`config.mk`:
```
export PLATFORM = sky130hd
export DESIGN_NAME = writeback_stage
export DESIGN_NICKNAME = d
export VERILOG_FILES = /design/src/rtl/writeback_stage.sv
export SDC_FILE = /design/constraint.sdc
export NUM_CORES = 2
export LEC_CHECK = 0
export BUFFER_PORTS_ARGS = -buffer_cell sky130_fd_sc_hd__clkbuf_2
export CAP_MARGIN = 0
export CORE_MARGIN = 5
export CORE_UTILIZATION = 40
export CTS_BUF_LIST = sky130_fd_sc_hd__clkbuf_8
export DETAILED_ROUTE_END_ITERATION = 8
export GPL_TIMING_DRIVEN = 1
export PLACE_DENSITY = 0.54
export RECOVER_POWER = 100
export SYNTH_ARGS = -nofsm -noshare
export SYNTH_HDL_FRONTEND = slang
export SYNTH_SLANG_ARGS = --single-unit
```
`constraint.sdc`:
```
create_clock -name clk -period 42.6 [get_ports clk]
set_clock_uncertainty 0.1 [all_clocks]
set_input_delay 6.39 -clock clk [delete_from_list [all_inputs] [get_ports clk]]
set_output_delay 6.39 -clock clk [all_outputs]
set_load 0.02 [all_outputs]
```
`src/rtl/writeback_stage.sv`:
```
// Y86-64 writeback stage: M/W pipeline register, 15-entry register file and
// sticky halt flag. Register reads are combinational and show pre-edge state.
module writeback_stage (
  input  logic        clk,
  input  logic        rst,
  input  logic [2:0]  m_stat,
  input  logic [3:0]  m_icode,
  input  logic [3:0]  m_dstE,
  input  logic [3:0]  m_dstM,
  input  logic [63:0] m_valE,
  input  logic [63:0] m_valM,
  input  logic        W_stall,
  input  logic        W_bubble,
  input  logic [3:0]  srcA,
  input  logic [3:0]  srcB,
  output logic [63:0] rvalA,
  output logic [63:0] rvalB,
  output logic [2:0]  W_stat,
  output logic [3:0]  W_icode,
  output logic [3:0]  W_dstE,
  output logic [3:0]  W_dstM,
  output logic [63:0] W_valE,
  output logic [63:0] W_valM,
  output logic        halted
);

  localparam int unsigned XLEN   = 64;
  localparam int unsigned STAT_W = 3;
  localparam int unsigned CODE_W = 4;
  localparam int unsigned REG_W  = 4;
  localparam int unsigned NREGS  = 15;

  localparam logic [STAT_W-1:0] STAT_AOK  = STAT_W'(1);
  localparam logic [STAT_W-1:0] STAT_HLT  = STAT_W'(2);
  localparam logic [STAT_W-1:0] STAT_ADR  = STAT_W'(3);
  localparam logic [STAT_W-1:0] STAT_INS  = STAT_W'(4);
  localparam logic [CODE_W-1:0] ICODE_NOP = CODE_W'(1);
  localparam logic [REG_W-1:0]  RNONE     = REG_W'(15);

  typedef struct packed {
    logic [STAT_W-1:0] stat;
    logic [CODE_W-1:0] icode;
    logic [REG_W-1:0]  dst_e;
    logic [REG_W-1:0]  dst_m;
    logic [XLEN-1:0]   val_e;
    logic [XLEN-1:0]   val_m;
  } mw_t;

  localparam mw_t MW_NOP = '{stat: STAT_AOK, icode: ICODE_NOP, dst_e: RNONE,
                             dst_m: RNONE, val_e: '0, val_m: '0};

  mw_t             mw_q, mw_d, m_in;
  logic [XLEN-1:0] rf_q [NREGS];
  logic [XLEN-1:0] rf_d [NREGS];
  logic            halted_q, halted_d;
  logic            wr_en;

  // Bundle the memory-stage inputs into one payload
  always_comb begin
    m_in = '{stat: m_stat, icode: m_icode, dst_e: m_dstE, dst_m: m_dstM,
             val_e: m_valE, val_m: m_valM};
  end

  // M/W next state: frozen when halted, stall beats bubble
  always_comb begin
    mw_d = mw_q;
    if (!halted_q && !W_stall) begin
      mw_d = W_bubble ? MW_NOP : m_in;
    end
  end

  // Register-file next state; valM is applied last so it wins a dstE==dstM tie
  always_comb begin
    wr_en = (mw_q.stat == STAT_AOK) && !halted_q;
    for (int i = 0; i < NREGS; i++) begin
      rf_d[i] = rf_q[i];
      if (wr_en && (mw_q.dst_e == REG_W'(i))) rf_d[i] = mw_q.val_e;
      if (wr_en && (mw_q.dst_m == REG_W'(i))) rf_d[i] = mw_q.val_m;
    end
  end

  // Halt is sticky once an exceptional status reaches writeback
  always_comb begin
    halted_d = halted_q;
    if ((mw_q.stat == STAT_HLT) || (mw_q.stat == STAT_ADR) || (mw_q.stat == STAT_INS)) begin
      halted_d = 1'b1;
    end
  end

  // State registers with asynchronous reset to a nop / cleared file
  always_ff @(posedge clk or posedge rst) begin
    if (rst) begin
      mw_q     <= MW_NOP;
      halted_q <= 1'b0;
      for (int i = 0; i < NREGS; i++) rf_q[i] <= '0;
    end else begin
      mw_q     <= mw_d;
      halted_q <= halted_d;
      for (int i = 0; i < NREGS; i++) rf_q[i] <= rf_d[i];
    end
  end

  // Combinational reads; RNONE reads as zero
  always_comb begin
    rvalA = (srcA == RNONE) ? '0 : rf_q[srcA];
    rvalB = (srcB == RNONE) ? '0 : rf_q[srcB];
  end

  assign W_stat  = mw_q.stat;
  assign W_icode = mw_q.icode;
  assign W_dstE  = mw_q.dst_e;
  assign W_dstM  = mw_q.dst_m;
  assign W_valE  = mw_q.val_e;
  assign W_valM  = mw_q.val_m;
  assign halted  = halted_q;

endmodule

```
==> results.cfg <==
[synth]
async_flop_share_pct = 100
synth_top_area_share_pct = 42.9
syn_area_um2 = 63800
seq_area_frac_synth_pct = 43.3
synth-edff-count = 0
synth_area_leader_cell = dfrtp_1
ys_ff_latch = 1104
ys.flop_type = dfrtp_1
postSynthAreaPerCell_um2 = 10.4
synthTopCellsByArea = dfrtp_1 (43%), mux4_2 (9.1%), mux2i_1 (9.0%), nand2_1 (4.3%), a221o_1 (4.1%)
synthCells = 6159
ys_warn_count = 0
synthesis.nets = 6314
ys_types = 51

[sta]
grt_setup_unrepaired = false
worst_pin_slew_ns = 10.67
period_minus_slack_ns = 23.65
slew_headroom_pct = -611
period_share_pct = 55.5
setup_viol = 0
max_freq_ghz = 0.0423
hold_viol_final = 0
setup_tns_ns = 0
drv_slew = 3152

[critical_path]
ff2ff_path_depth = 5
reg2reg_slack_ns = 31.34
cp-start-kind = primary input
crit_path_end = rvalA[12]
crit_start = srcA[0]
critPathArrivalTime_ns = 17.16
worstReg2RegStart = W_stat[0]$_DFFE_PP1P_
path_class = primary input to primary output
critPathCaptureType = primary output
r2r-end = rf_q[252]$_DFFE_PP0P_
cp_max_fo = 81
cp.required_ns = 36.11

[placed_design]
io_buffers = 426
place_area_um2 = 67200
dp_hpwl_um = 154000
dp_cells = 8071
gp_congestion = 0.836

[clock_network]
cts.clk_slew.worst_paths_ns = 0.06
htreeDepth = 4
clock-root-buffer = clkbuf_8
cts_tree = yes
clk_path_buf_depth = 3
hold_buffers = 0
cts_sinks = 1104
ctsResizeCount = 0
clk_latency_ns = 0.98
postCtsSetupBuffers = 0
cts_buffers = 204

[global_route]
grt-ovfl-total = 0
antenna_found_initial = 10
grt_use_total_pct = 33.2
grt_max_degree = 145
grt_pass1_vias = 56700
grt_pass1_wl_um = 414000

[status]
violations = max-capacitance violations, max-slew violations
status = finished, violations left

[drt]
wire_per_inst_um = 34.0
drc = 0
wirelength_um = 287000
route.vias.total = 57400
final_antenna_net_count = 0
vias_per_cell = 6.79
first_pass_iters = 7
drt_iter0_markers = 7910

[final_layout]
mostFrequentLayoutCells = dfrtp_1 (1094), nand2_1 (726), mux2i_1 (575)
final_common_cell = dfrtp_1
fillers = 15200
drive_gt1_share_pct = 13.7
syn2layout_area_growth_pct = 10.6
stdcell_count = 8448
design_area_um2 = 70600
final_nets = 6360

[die]
rows = 146
die_x_um = 410
coreArea_um2 = 159000
dieArea_um2 = 168000
initial_utilization_pct = 40.3
ioPinCount = 427
die_h_um = 410

[power]
power.total_mw = 3.43
leakage_nw = 34.4
vdd_drop_max_uv = 35.2
power_density_nw_per_um2 = 48.6

[job]
max_cap_violations = 69

[min_path]
hp-class = flip-flop to flip-flop
## cells in the mapped netlist (189+ instances only)
master / instances
dfrtp_1: 1094
nand2_1: 727
mux2i_1: 575
clkbuf_1: 569
o21ai_0: 334
a22oi_1: 316
a221o_1: 260
mux4_2: 257
and3_1: 197
a211oi_1: 190
a21o_1: 189
a22o_1: 189
## flip-flops by register name, indices dropped and copies added, names as in the netlist
name,cells
rf_q,960
W_valE,64
W_valM,64
W_dstE,4
W_dstM,4
W_icode,4
W_stat,3
halted,1
## report_power, final
part,switching [mW],internal [mW]
Clock,0.499,0.555
Sequential,0.464,1.22
Combinational,0.387,0.305
## routing by layer
layer	vias to the layer above	global-route usage [%]	part of all wire [%]
met5	-	0.374	0.040
met4	6	14.0	4.6
met1	29200	44.9	40
met2	3956	49.6	44
li1	23300	-	-
met3	854	9.80	11
## kinds of logic after synthesis
kind of cell / count (synthesis) / synth area share, %
AOI/OAI and AO/OA: 1874 / 21.4
buffers and inverters: 756 / 4.83
and+or+nand+nor: 1587 / 12.3
muxes: 838 / 18.2
DFF: 1104 / 43.3
## critical path: stages
cell and delay, ns:
clkbuf_1 2.75, clkbuf_1 5.12, mux4_2 0.92, nor2b_1 0.17, a211oi_1 0.07, a2111oi_0 1.24
clkbuf_2 0.36
## final cells by class
| cell class | count | area, µm² | area share (%) |
|---|---|---|---|
| clock buffers | 254 | 3500 | 4.95 |
| inverters | 5 | 21.3 | 0.0301 |
| diodes | 10 | 25.0 | 0.0354 |
| clock inverters | 113 | 629 | 0.891 |
| repair buffers | 591 | 2870 | 4.06 |
| flip-flops and latches | 1104 | 27600 | 39.1 |
| multi-input cells | 4299 | 33300 | 47.2 |
| well taps | 2072 | 2590 | 3.67 |
## stage by stage
step	worst slack (ns)	utilization, %	hold WS [ns]
2_1_floorplan	5.04	-	0.359
3_3_place_gp	26.26	42.4	0.366
3_5_place_dp	26.28	42.4	0.375
4_1_cts	26.28	45.0	0.388
5_1_grt	15.83	44.5	0.419
6_report	18.95	44.5	0.386
## worst min path at each step
stage	from	to	slack, ns	cells past startpoint
floorplan	rf_q[320]$_DFFE_PP0P_	rf_q[320]$_DFFE_PP0P_	0.36	2
global placement	W_icode[3]$_DFFE_PP0P_	W_icode[3]$_DFFE_PP0P_	0.37	2
detailed placement	W_icode[3]$_DFFE_PP0P_	W_icode[3]$_DFFE_PP0P_	0.37	2
CTS	W_icode[3]$_DFFE_PP0P_	W_icode[3]$_DFFE_PP0P_	0.39	2
global route	rf_q[355]$_DFFE_PP0P_	rf_q[355]$_DFFE_PP0P_	0.42	2
finish	W_icode[3]$_DFFE_PP0P_	W_icode[3]$_DFFE_PP0P_	0.39	2
No activity file was read; power rests on OpenSTA's default activity.
